## src/rtl/if_stage.sv

```systemverilog
// Instruction fetch stage: PC register, one outstanding imem request, IF/ID register.
// Optional IF_PERF_CNT_EN macro enables the decode-starvation counter.
module if_stage #(
  parameter logic [31:0] RESET_PC = 32'h0000_0000,
  parameter logic [31:0] NOP_INST = 32'h0000_0013
) (
  input  logic        clk,
  input  logic        rst_n,
  output logic        imem_req,
  output logic [31:0] imem_addr,
  input  logic        imem_gnt,
  input  logic        imem_rvalid,
  input  logic [31:0] imem_rdata,
  output logic        id_valid,
  input  logic        id_ready,
  output logic [31:0] id_inst,
  output logic [31:0] id_pc,
  input  logic        redirect_valid,
  input  logic [31:0] redirect_pc,
  output logic [31:0] perf_starve_cnt
);

  typedef enum logic [1:0] {S_REQ, S_WAIT, S_DROP} state_e;

  state_e      state_q, state_d;
  logic [31:0] pc_q, pc_d;
  logic        vld_q, vld_d;
  logic [31:0] inst_q, inst_d;
  logic [31:0] idpc_q, idpc_d;
  logic        fire;
  logic        load;
  logic        unused_redirect_lsb;

  assign unused_redirect_lsb = ^redirect_pc[1:0];

  always_ff @(posedge clk or negedge rst_n) begin
    if (!rst_n) begin
      state_q <= S_REQ;
      pc_q    <= RESET_PC;
      vld_q   <= 1'b0;
      inst_q  <= NOP_INST;
      idpc_q  <= 32'h0;
    end else begin
      state_q <= state_d;
      pc_q    <= pc_d;
      vld_q   <= vld_d;
      inst_q  <= inst_d;
      idpc_q  <= idpc_d;
    end
  end

  // A response in DROP always returns to REQ, even under a new redirect, so we never wait on a response that will not come.
  always_comb begin
    state_d = state_q;
    case (state_q)
      S_REQ:   if (fire) state_d = redirect_valid ? S_DROP : S_WAIT;
      S_WAIT: begin
        if (imem_rvalid)         state_d = S_REQ;
        else if (redirect_valid) state_d = S_DROP;
      end
      S_DROP:  if (imem_rvalid) state_d = S_REQ;
      default: state_d = S_REQ;
    endcase
  end

  always_comb begin
    imem_req  = rst_n && (state_q == S_REQ) && (!vld_q || id_ready);
    imem_addr = pc_q;
    id_valid  = vld_q;
    id_inst   = inst_q;
    id_pc     = idpc_q;
  end

  assign fire = imem_req && imem_gnt;
  assign load = (state_q == S_WAIT) && imem_rvalid && !redirect_valid;

  always_comb begin
    pc_d   = pc_q;
    vld_d  = vld_q;
    inst_d = inst_q;
    idpc_d = idpc_q;
    if (redirect_valid) begin
      pc_d   = {redirect_pc[31:2], 2'b00};
      vld_d  = 1'b0;
      inst_d = NOP_INST;
    end else if (load) begin
      pc_d   = pc_q + 32'd4;
      vld_d  = 1'b1;
      inst_d = imem_rdata;
      idpc_d = pc_q;
    end else if (vld_q && id_ready) begin
      vld_d  = 1'b0;
      inst_d = NOP_INST;
    end
  end

`ifdef IF_PERF_CNT_EN
  logic [31:0] starve_q;

  always_ff @(posedge clk or negedge rst_n) begin
    if (!rst_n) begin
      starve_q <= 32'h0;
    end else if (id_ready && !vld_q && (starve_q != 32'hFFFF_FFFF)) begin
      starve_q <= starve_q + 32'd1;
    end
  end

  assign perf_starve_cnt = starve_q;
`else
  assign perf_starve_cnt = 32'h0;
`endif

endmodule
```

## config.mk

```make
export PLATFORM = sky130hd
export DESIGN_NAME = if_stage
export DESIGN_NICKNAME = d
export VERILOG_FILES = /design/src/rtl/if_stage.sv
export SDC_FILE = /design/constraint.sdc
export NUM_CORES = 1
export LEC_CHECK = 0
export CAP_MARGIN = 15
export CORE_ASPECT_RATIO = 1.75
export CORE_MARGIN = 2
export CORE_UTILIZATION = 45
export DETAILED_ROUTE_END_ITERATION = 7
export GPL_TIMING_DRIVEN = 0
export PLACE_DENSITY = 0.86
export SLEW_MARGIN = 20
export SYNTH_ARGS = -nofsm -noshare
export SYNTH_HDL_FRONTEND = slang
export SYNTH_SLANG_ARGS = --single-unit
export TNS_END_PERCENT = 100
```

## constraint.sdc

```tcl
create_clock -name clk -period 5.2 [get_ports clk]
set_clock_uncertainty 0.05 [all_clocks]
set_input_delay 0.52 -clock clk [delete_from_list [all_inputs] [get_ports clk]]
set_output_delay 0.52 -clock clk [all_outputs]
set_load 0.03 [all_outputs]
```

## Word level (Yosys, flattened, before mapping)

Index checks and enable logic that the tools add are counted.

- $add $sub $neg: 1
- Equal/unequal tests: 5
- Multiplexer cells: 14
- Bitwise gates (word level): 1
- Reduce and logical (&&, ||, !) cells: 14

Operators by type and width:

| kind | count |
|---|---|
| $mux W32 | 5 |
| $add A32 B3 Y32 const B | 1 |
| $mux W2 | 5 |
| $logic_and A1 B1 Y1 | 6 |
| $pmux W2 S3 | 1 |
| $ne A2 B2 Y1 const B | 2 |
| $mux W1 | 3 |
| $ne A3 B3 Y1 const B | 1 |
| $reduce_and A3 Y1 | 1 |
| $reduce_bool A3 Y1 | 1 |
| $eq A2 B1 Y1 const B | 1 |
| $eq A2 B2 Y1 const B | 1 |
| $logic_not A1 Y1 | 2 |
| $logic_not A2 Y1 | 1 |
| $reduce_and A2 Y1 | 1 |
| $reduce_bool A2 Y1 | 1 |
| $logic_or A1 B1 Y1 | 1 |
| $not A1 Y1 | 1 |

- Register bits: 99
- Input port bits: 70

## Longest topological paths before layout

- Depth after elaboration: 6
- Gate-level depth with buffers: 7
- Depth with buffers taken out: 5

## Worst setup path before layout

OpenSTA, ideal clock, no wires.

- Path type: register -> register
- From: register pc_q[2], in the netlist imem_addr[2]
- To: register pc_q[26], in the netlist imem_addr[26]
- Library setup time: 0.082 ns
- Arrival: 2.159 ns
- Path slack: 2.910 ns
- Cell stages (with the launch flop): 7
- Buffers on the path: 1
- Cells stage by stage: dfrtp_1 > ha_1 > nand2_1 > or4_1 > buf_2 > or4_1 > a31oi_1

- Word-level cells in the longest chain between the ends: 3

Ends and longest elaborated chain:

| element | RTL line | source |
|---|---|---|
| start: declaration | 26 | `logic [31:0] pc_q, pc_d;` |
| start signal: assignment | 45 | `pc_q <= pc_d;` |
| $add A32 B3 Y32 | 87 | `pc_d = pc_q + 32'd4;` |
| $mux W32 | 86 | `end else if (load) begin` |
| $mux W32 | 82 | `if (redirect_valid) begin` |

Every way passes these cells. The select of a mux whose other input is x is not followed.
A chain may end at the register's enable or synchronous reset.

## Worst setup path after layout

- From: input rst_n
- To: output imem_req

- Word-level cells in the longest chain between the ends: 2

Ends and longest elaborated chain:

| element | RTL line | source |
|---|---|---|
| start: declaration | 8 | `input logic rst_n,` |
| $logic_and A1 B1 Y1 (2 in series) | 67 | `imem_req = rst_n && (state_q == S_REQ) && (!vld_q \|\| id_ready);` |
| end: declaration | 9 | `output logic imem_req,` |

Every way passes these cells.

==> metrics.txt <==
most common cell after layout, fill and taps aside=clkdlybuf4s50_1; switching pwr=0.772 mW; most frequent cells in the layout=clkdlybuf4s50_1, nand2_1, dfrtp_1; Clock Pin Slew Worst Setup and Hold Paths=0.07 ns; placed cells=768; CP max FO=78; vias in the first global route=4279; I/O pins=200; Synth Area per Inst=9.80 um^2; Die Y=135 um; status=finished clean; P_leak=2.95 nW; Antenna diodes=0; CTS Buffer Depth=2; Net Sw Frac=34.2%; ANT nets after route=0; H-Tree Depth=3; effective utilization at floorplan=46.6%; worst slew pin tran=0.647 ns; Die X=78.8 um; Setup CP Type=primary input to output port; Area Growth Syn to Fin=50.2%; fin crit share=65.8%; core footprint=9470 um^2; Root Buffer=clkbuf_16; Yosys cell types=42; total power per unit cell area=342 nW/um^2; # nets final=729; First-pass DRT Iterations=5; CTS tree=yes; Final GP Congestion=0.888; initial antenna violation count=0; CP arrival=2.85 ns; Sinks on Clock Net=95; Post-synth EDFFs=0; Routed WL=13600 um; PostCTS Resize Cnt=0; pins over their slew limit=0; HPWL Detailed=10300 um; post-layout util=69.9%; wire length per cell=17.3 um; sequential-to-total area share from yosys stat=54.0%; worst hold path class=register to register; Sequential Power Share=41.1%; CP Data Required Time=4.63 ns; layout cells sized above 1=9.35%; Die ar.=10600 um^2; DRC=0; via count=4231; flops & latches, synth=95; CP startpoint kind=primary input; Worst Reg-to-Reg Cells=6; global route total overflow=0; Fmax achieved=292 MHz; Post-Syn Area=4410 um^2; CTS buffer count=9; largest net degree at the start of global routing=79; Slew headroom=56.9%; max cap viols=0; Comb power frac=31.1%; Synth warnings=0; worst hold path cell count=2; RSZ-0062 raised after global routing=false; Area contributors post-synth=dfrtp_1, nand2_1, buf_4; Synth top area share=52.2%; final hold vios=0; asr flop ratio synth=100%; 1st-iter DRT viols=338; final non-filler cell total=785; slack of the worst reg-to-reg path=2.70 ns; Final min period=3.42 ns; GRT Resource Usage Total=25.6%; Top FF cell, synth=dfrtp_1; Peak VDD IR=0.000277 V; cell taking the most area after synthesis=dfrtp_1; Int Power=1.49 mW; FP Rows=47; Vias/cell=5.39; clock power share=27.8%; Gate Count Post-Synth=450; crit end category=output port; Final setup viols=0; Clk Latency, worst-skew pair=0.34 ns; I/O Buffers=160; first-pass GRT wire length=21200 um
[worst max-delay path, stage by stage]
cell	delay, ns
dlygate4sd3_1	0.55
buf_6	0.23
buf_16	0.34
nor4bb_1	0.39
clkdlybuf4s50_1	0.74
[per-layer routing]
layer / global-route usage (%) / wire, um / up-vias / part of all wire (%)
met4: 13.0 / 503 / 0 / 3.7
met1: 28.9 / 4910 / 2038 / 36
li1: - / - / 1929 / -
met5: 0 / 0 / - / 0
met2: 46.2 / 7340 / 226 / 54
met3: 3.94 / 827 / 38 / 6.1
[cells in the mapped netlist, types with 9 or more instances]
cell type and count:
nor2_1 14, or4_1 19, buf_4 36, dfrtp_1 92, nand3_1 16, o21ai_0 20
a22o_1 30, xnor2_1 9, a31oi_1 11, o31ai_1 9, nand2_1 109, clkbuf_1 22
[through the flow]
step	worst slack (ns)	power [mW]	setup TNS [ns]	hold slack [ns]	area [um^2]
after CTS	1.77	2.27	0	0.428	6620
after detailed placement	2.19	1.64	0	0.326	6320
after global routing	1.68	2.35	0	0.458	6620
after floorplan	2.91	1.31	0	0.174	4540
final	1.78	2.26	0	0.427	6620
after global placement	-0.697	1.62	-0.697	0.411	6290
[power by group through the flow]
stage                     sequential, mW  clock, mW  combinational, mW
after global placement             0.934          0              0.685
after detailed placement           0.940          0              0.702
after CTS                          0.928      0.638              0.706
final                              0.929      0.630              0.703
after global routing               0.940      0.669              0.745
after floorplan                     1.13          0              0.176
[sequential cells by signal, indices dropped and copies added (netlist names)]
name	count
state_q	2
id_inst	32
id_pc	30
id_valid	1
imem_addr	30
[final timing paths]
kind	startpoint	endpoint
max	rst_n	imem_req
min	id_pc[3]	id_pc[3]
max reg2reg	state_q[1]	imem_addr[24]
min reg2reg	id_pc[3]	id_pc[3]
max in group asynchronous	rst_n	imem_addr[31]
min in group asynchronous	rst_n	id_inst[10]
[what timing repair did]
action,4_1_cts,5_1_grt
hold endpoints to repair,16,0
hold buffers,1,0
setup buffers,0,0
[layout make-up]
cell class	instances	area, um^2
Inverter	7	26.3
Clock buffer	12	256
Multi-Input combinational cell	322	1760
Timing Repair Buffer	162	1640
Buffer	61	373
Clock inverter	4	30.0
Sequential cell	95	2380
Tap cell	122	153
Fill cell	750	2850
[cells by family after synthesis]
group	after synthesis	share of synthesized area, %
XOR/XNOR	10	1.99
adder cells (fa/ha/maj)	1	0.284
other	1	0.0851
buffers and inverters	68	9.05
AO/OA/AOI/OAI	84	13.6
flip-flops	95	54.0
multiplexers	1	0.227
AND/OR/NAND/NOR	190	20.7
No activity file was read; power rests on OpenSTA's default activity.
